--- src/rtl/if_pkg.sv ---
`default_nettype none
// ============================================================================
// Package     : if_pkg
// Description : Shared types and constants for the instruction-fetch stage.
// Revision    : 1.0 - initial release
// ============================================================================
package if_pkg;

  // Fetch controller states
  typedef enum logic [1:0] {
    FETCH = 2'd0,
    WAIT  = 2'd1,
    VALID = 2'd2
  } if_state_e;

  // Instruction presented downstream out of reset (addi x0, x0, 0)
  localparam logic [31:0] NOP_INSTR       = 32'h0000_0013;
  // Instruction addresses are word aligned
  localparam logic [31:0] ADDR_ALIGN_MASK = 32'hFFFF_FFFC;

  // Clear the byte-offset bits of a redirect target
  function automatic logic [31:0] align_addr(input logic [31:0] addr);
    return addr & ADDR_ALIGN_MASK;
  endfunction

endpackage
`default_nettype wire

--- src/rtl/if_pc_reg.sv ---
`default_nettype none
// ============================================================================
// Module      : if_pc_reg
// Description : Program counter register. Loads either the sequential
//               successor (pc + PC_INC) or an aligned redirect target.
// Revision    : 1.0 - initial release
// ============================================================================
module if_pc_reg
  import if_pkg::*;
#(
  parameter logic [31:0] RESET_PC = 32'h0000_0000,
  parameter logic [31:0] PC_INC   = 32'd4
) (
  input  logic        clk,
  input  logic        rst_n,
  input  logic        load_i,
  input  logic        sel_redirect_i,
  input  logic [31:0] redirect_pc_i,
  output logic [31:0] pc_o,
  output logic [31:0] pc_inc_o
);

  logic [31:0] pc_q;
  logic [31:0] pc_d;

  // Sequential successor wraps silently at the top of the address space
  assign pc_inc_o = pc_q + PC_INC;
  assign pc_o     = pc_q;

  // Select the next PC: hold, sequential step, or aligned redirect target
  always_comb begin
    pc_d = pc_q;
    if (load_i) begin
      pc_d = sel_redirect_i ? align_addr(redirect_pc_i) : pc_inc_o;
    end
  end

  // PC register
  always_ff @(posedge clk or negedge rst_n) begin
    if (!rst_n) begin
      pc_q <= RESET_PC;
    end else begin
      pc_q <= pc_d;
    end
  end

endmodule
`default_nettype wire

--- src/rtl/if_fetch_stage.sv ---
`default_nettype none
// ============================================================================
// Module      : if_fetch_stage
// Description : Instruction-fetch stage. Single-outstanding req/gnt/rvalid
//               fetch, one-entry instruction buffer, IF/ID write strobe,
//               downstream stall and branch/jump redirect handling.
// Revision    : 1.0 - initial release
// ============================================================================
module if_fetch_stage
  import if_pkg::*;
#(
  parameter logic [31:0] RESET_PC = 32'h0000_0000,
  parameter logic [31:0] PC_INC   = 32'd4
) (
  input  logic        clk,
  input  logic        rst_n,
  input  logic        stall,
  input  logic        redirect,
  input  logic [31:0] redirect_pc,
  output logic        imem_req,
  output logic [31:0] imem_addr,
  input  logic        imem_gnt,
  input  logic        imem_rvalid,
  input  logic [31:0] imem_rdata,
  output logic [31:0] next_pc,
  output logic [31:0] instr_out,
  output logic        ifid_write
);

  if_state_e   state_q, state_d;
  logic        squash_q, squash_d;
  logic        req_q;
  logic [31:0] instr_q, instr_d;
  logic [31:0] next_pc_q, next_pc_d;
  logic        pc_load;
  logic        pc_sel_redirect;
  logic [31:0] pc;
  logic [31:0] pc_inc;

  if_pc_reg #(
    .RESET_PC (RESET_PC),
    .PC_INC   (PC_INC)
  ) u_pc_reg (
    .clk            (clk),
    .rst_n          (rst_n),
    .load_i         (pc_load),
    .sel_redirect_i (pc_sel_redirect),
    .redirect_pc_i  (redirect_pc),
    .pc_o           (pc),
    .pc_inc_o       (pc_inc)
  );

  // State, squash flag, registered request and instruction buffer.
  // The request register follows the next state so imem_req is a flop
  // output and stays low while reset is held.
  always_ff @(posedge clk or negedge rst_n) begin
    if (!rst_n) begin
      state_q   <= FETCH;
      squash_q  <= 1'b0;
      req_q     <= 1'b0;
      instr_q   <= NOP_INSTR;
      next_pc_q <= '0;
    end else begin
      state_q   <= state_d;
      squash_q  <= squash_d;
      req_q     <= (state_d == FETCH);
      instr_q   <= instr_d;
      next_pc_q <= next_pc_d;
    end
  end

  // Next state: handshake progress, redirect squashing, buffer capture, PC updates
  always_comb begin
    state_d         = state_q;
    squash_d        = squash_q;
    instr_d         = instr_q;
    next_pc_d       = next_pc_q;
    pc_load         = 1'b0;
    pc_sel_redirect = 1'b0;
    case (state_q)
      FETCH: begin
        if (redirect) begin
          pc_load         = 1'b1;
          pc_sel_redirect = 1'b1;
        end
        // A grant coinciding with a redirect was for the old PC: squash its data
        if (req_q && imem_gnt) begin
          state_d  = WAIT;
          squash_d = redirect;
        end
      end
      WAIT: begin
        if (redirect) begin
          pc_load         = 1'b1;
          pc_sel_redirect = 1'b1;
          if (imem_rvalid) begin
            state_d  = FETCH;
            squash_d = 1'b0;
          end else begin
            squash_d = 1'b1;
          end
        end else if (imem_rvalid) begin
          if (squash_q) begin
            squash_d = 1'b0;
            state_d  = FETCH;
          end else begin
            instr_d   = imem_rdata;
            next_pc_d = pc_inc;
            state_d   = VALID;
          end
        end
      end
      VALID: begin
        if (redirect) begin
          pc_load         = 1'b1;
          pc_sel_redirect = 1'b1;
          state_d         = FETCH;
        end else if (!stall) begin
          pc_load = 1'b1;
          state_d = FETCH;
        end
      end
      default: begin
        state_d  = FETCH;
        squash_d = 1'b0;
      end
    endcase
  end

  // Outputs: IF/ID strobe is combinational, everything else comes from flops
  always_comb begin
    ifid_write = (state_q == VALID) && !stall && !redirect;
    imem_req   = req_q;
    imem_addr  = pc;
    instr_out  = instr_q;
    next_pc    = next_pc_q;
  end

endmodule
`default_nettype wire
--- config.mk ---
export PLATFORM = sky130hd
export DESIGN_NAME = if_fetch_stage
export DESIGN_NICKNAME = d
export VERILOG_FILES = /design/src/rtl/if_pkg.sv /design/src/rtl/if_pc_reg.sv /design/src/rtl/if_fetch_stage.sv
export SDC_FILE = /design/constraint.sdc
export NUM_CORES = 1
export LEC_CHECK = 0
export BUFFER_PORTS_ARGS = -buffer_cell sky130_fd_sc_hd__buf_4
export CAP_MARGIN = 20
export CELL_PAD_IN_SITES_DETAIL_PLACEMENT = 1
export CELL_PAD_IN_SITES_GLOBAL_PLACEMENT = 1
export CORE_ASPECT_RATIO = 0.7
export CORE_UTILIZATION = 25
export DETAILED_ROUTE_END_ITERATION = 6
export PLACE_DENSITY_LB_ADDON = 0.08
export SYNTH_ARGS = -nofsm -noshare
export SYNTH_HDL_FRONTEND = slang
export SYNTH_SLANG_ARGS = --single-unit
--- constraint.sdc ---
create_clock -name clk -period 5.1 [get_ports clk]
set_input_delay 0.51 -clock clk [delete_from_list [all_inputs] [get_ports clk]]
set_output_delay 0.51 -clock clk [all_outputs]
set_load 0.01 [all_outputs]
==> results.md <==
- Global-route wire length before repair: 23900 µm
- Crit path launch type: register
- Vias: 3970
- Post-Route WL: between 15000 and 20000 µm
- Avg Cell Area, Syn: just over 10 µm²
- Crit Path Max Fanout: 19
- Synth cell types: 49
- IO buf count: approximately 160
- Synth top area cells: dfrtp_1, mux2_2, a21oi_1
- Ys flop type: dfrtp_1
- Clk Latency, worst-skew pair: 0.35 ns
- Initial antenna violation count: 0
- Die ar.: 19200 µm²
- Yosys top cell by area: dfrtp_1
- Postcts setup bufs: 0
- DP HPWL: approximately 11000 µm
- Worst Hold Class: in -> async
- Power density of the placed cells: 520 nW/µm²
- Crit path required time: 4.59 ns
- IO Count: 168
- CTS Buf Count: 9
- Sequential share of the synthesized area: 51.7%
- Final Hold Fails: 0
- Nets: 670
- Relative slew slack: 34.5%
- Post-CTS Resized: 0
- Die X: 165 µm
- Layout cells sized above 1: 38.1%
- Clock Path Buffers: 2
- Final setup violation count: 0
- Layout area overhead: 36.3%
- ANT nets after route: 0
- Slew @ Worst Pin: a little under 1 ns
- Root Driver: clkbuf_16
- LEAKAGE: between 2 and 3 nW
- WP data arrival: 2.24 ns
- Initial Util: 25.7%
- Final Cycle Share: 53.9%
- Number of global-route vias before repair: 4030
- Total iterations of the first detailed-routing run: 4
- Commonest cells after routing, fill and taps aside: buf_4, dfrtp_1, nor2_1, a21oi_1, mux2_2
- Asr flop ratio synth: 100%
- Tot GR Track Use: 16.7%
- Overflow after GRT: 0
- Mapped Area: 4650 µm²
- DR DRC count: 0
- Rows: 41
- Worst hold margin: between 0.2 and 0.3 ns
- Pint: 2.11 mW
- CTS tree: yes
- Peak supply drop: around 0.17 mV
- Most common cell after layout, fill and taps aside: buf_4
- Largest net degree at the start of global routing: 64
- CTS sink cnt: 96
- Final Max Tran Viols: 0
- Initial DRC Count: 199
- Crit path time final: between 2 and 3 ns
- # diodes: 0
- Core Region: 18100 µm²
- Flip-flop and latch count after synthesis: 96
- Net Switching: 1.19 mW
- Setup TNS: 0 ns
- Via/cell ratio: 4.73
- Ys Warns: 0
- RSZ-0062 raised after global routing: no
- Max Fclk: about 360 MHz
- Gate Count Post-Synth: 452
- Clk slew on worst S/H paths: 0.07 ns
- Hold_buf cts: 0
- Outcome: completed
- Max Clock Skew: about 0.008 ns
- Switch share: 36.1%
- Clock share of power: 19.7%
- Sequential Power Share: between 40 and 50%
- Max-cap violation count: 0
- Die span in y: 116 µm
- Fillers: 2061
- EDFF count, synth: 0
- Endpoint type of the worst setup path: output port
- H-tree Lvls: 3
- Share of Yosys cell area claimed by the top area cell type: 50.1%
- Combinational power share: 38.8%
- DR WL/cell: 18.4 µm
- Reg2reg setup slack: approximately 2.6 ns
- Setup CP Type: reg -> out
- GP Congestion: 0.759
==> power groups by stage <==
stage | logic, mW | clock network, mW | registers, mW
2_1_floorplan | 0.508 | 0 | 1.45
3_3_place_gp | 1.28 | 0 | 1.36
3_5_place_dp | 1.30 | 0 | 1.38
4_1_cts | 1.31 | 0.678 | 1.37
5_1_grt | 1.41 | 0.706 | 1.41
6_report | 1.28 | 0.650 | 1.36
==> worst paths after layout <==
kind                                               from                            end  cells after the start
min reg2reg                   instr_out[23]$_DFFE_PN0P_      instr_out[23]$_DFFE_PN0P_                      1
max                                state_q[1]$_DFF_PN0_                     ifid_write                      4
min                                               rst_n         next_pc[6]$_DFFE_PN0P_                      1
min in group clk                         imem_rdata[28]      instr_out[28]$_DFFE_PN0P_                      2
max reg2reg                u_pc_reg.pc_o[2]$_DFFE_PN0P_  u_pc_reg.pc_o[28]$_DFFE_PN0P_                      6
max in group asynchronous                         rst_n       instr_out[0]$_DFFE_PN1P_                      2
==> synth_stat cells (2+ instances only) <==
library cell,n
a21o_1,4
nor2b_1,2
nor3_2,4
mux2_2,32
nand4_1,9
a22oi_1,10
and3_1,5
clkbuf_1,11
o311ai_1,9
a2bb2oi_1,2
nand2b_1,2
a31oi_1,3
o22ai_1,5
or3_1,4
o21ai_1,8
nand3_1,21
buf_2,15
and4_1,5
o211ai_1,2
buf_4,5
o21ai_0,12
dfstp_2,3
a22o_1,4
and2_1,2
or2_1,2
nor2_1,45
a21oi_1,46
inv_1,5
nor3_1,3
o21a_1,2
nand2_1,31
xor2_1,15
buf_1,3
o2bb2ai_1,2
dfrtp_1,93
xnor2_1,13
==> registers in the layout, summed over array words and instances (netlist names) <==
signal and flops:
state_q 2, imem_req 1, squash_q 1, instr_out 32
next_pc 30, u_pc_reg.pc_o 30
==> stage by stage <==
| stage | power, mW | instances | area [µm²] | worst slack [ns] | util (%) |
|---|---|---|---|---|---|
| final | 3.29 | 840 | 6340 | 2.35 | 35.0 |
| after global routing | 3.53 | 840 | 6340 | 2.13 | 35.0 |
| after CTS | 3.35 | 840 | 6340 | 2.31 | 35.0 |
| after detailed placement | 2.68 | 824 | 6060 | 2.41 | 33.5 |
| after global placement | 2.64 | 824 | 6060 | 2.51 | 33.5 |
| after floorplan | 1.96 | 455 | 4660 | 3.26 | - |
==> cells by family after synthesis <==
group                      Yosys count  synth area share, %
and+or+nand+nor                    142                 15.8
AOI/OAI and AO/OA                  111                 14.7
DFF                                 96                 51.7
buffers and inverters               39                 3.96
muxes                               34                 8.21
xor gates and xnor gates            28                 5.27
adders and majority gates            1                0.269
other                                1               0.0807
==> routing by layer <==
metal	vias to the layer above	routed length (µm)	GRT usage, %
met1	1966	7620	23.8
li1	1900	-	-
met5	-	0	0
met4	0	144	4.04
met2	92	7010	25.7
met3	12	644	3.48
==> critical path, cell delays in order (launching register included) <==
cell and delay (ns):
dfrtp_1 0.52, nor2b_1 0.30, nand3_1 0.73, inv_1 0.20, buf_4 0.15
==> layout make-up <==
class	instances	area, µm²	area share, %
Sequential cell	96	2410	38.0
Clock inverter	6	43.8	0.691
Clock buffer	10	229	3.61
Inverter	5	18.8	0.296
Tap cell	236	295	4.66
Timing Repair Buffer	167	1250	19.8
Multi-Input combinational cell	320	2090	33.0
(Power assumes the default switching activity.)
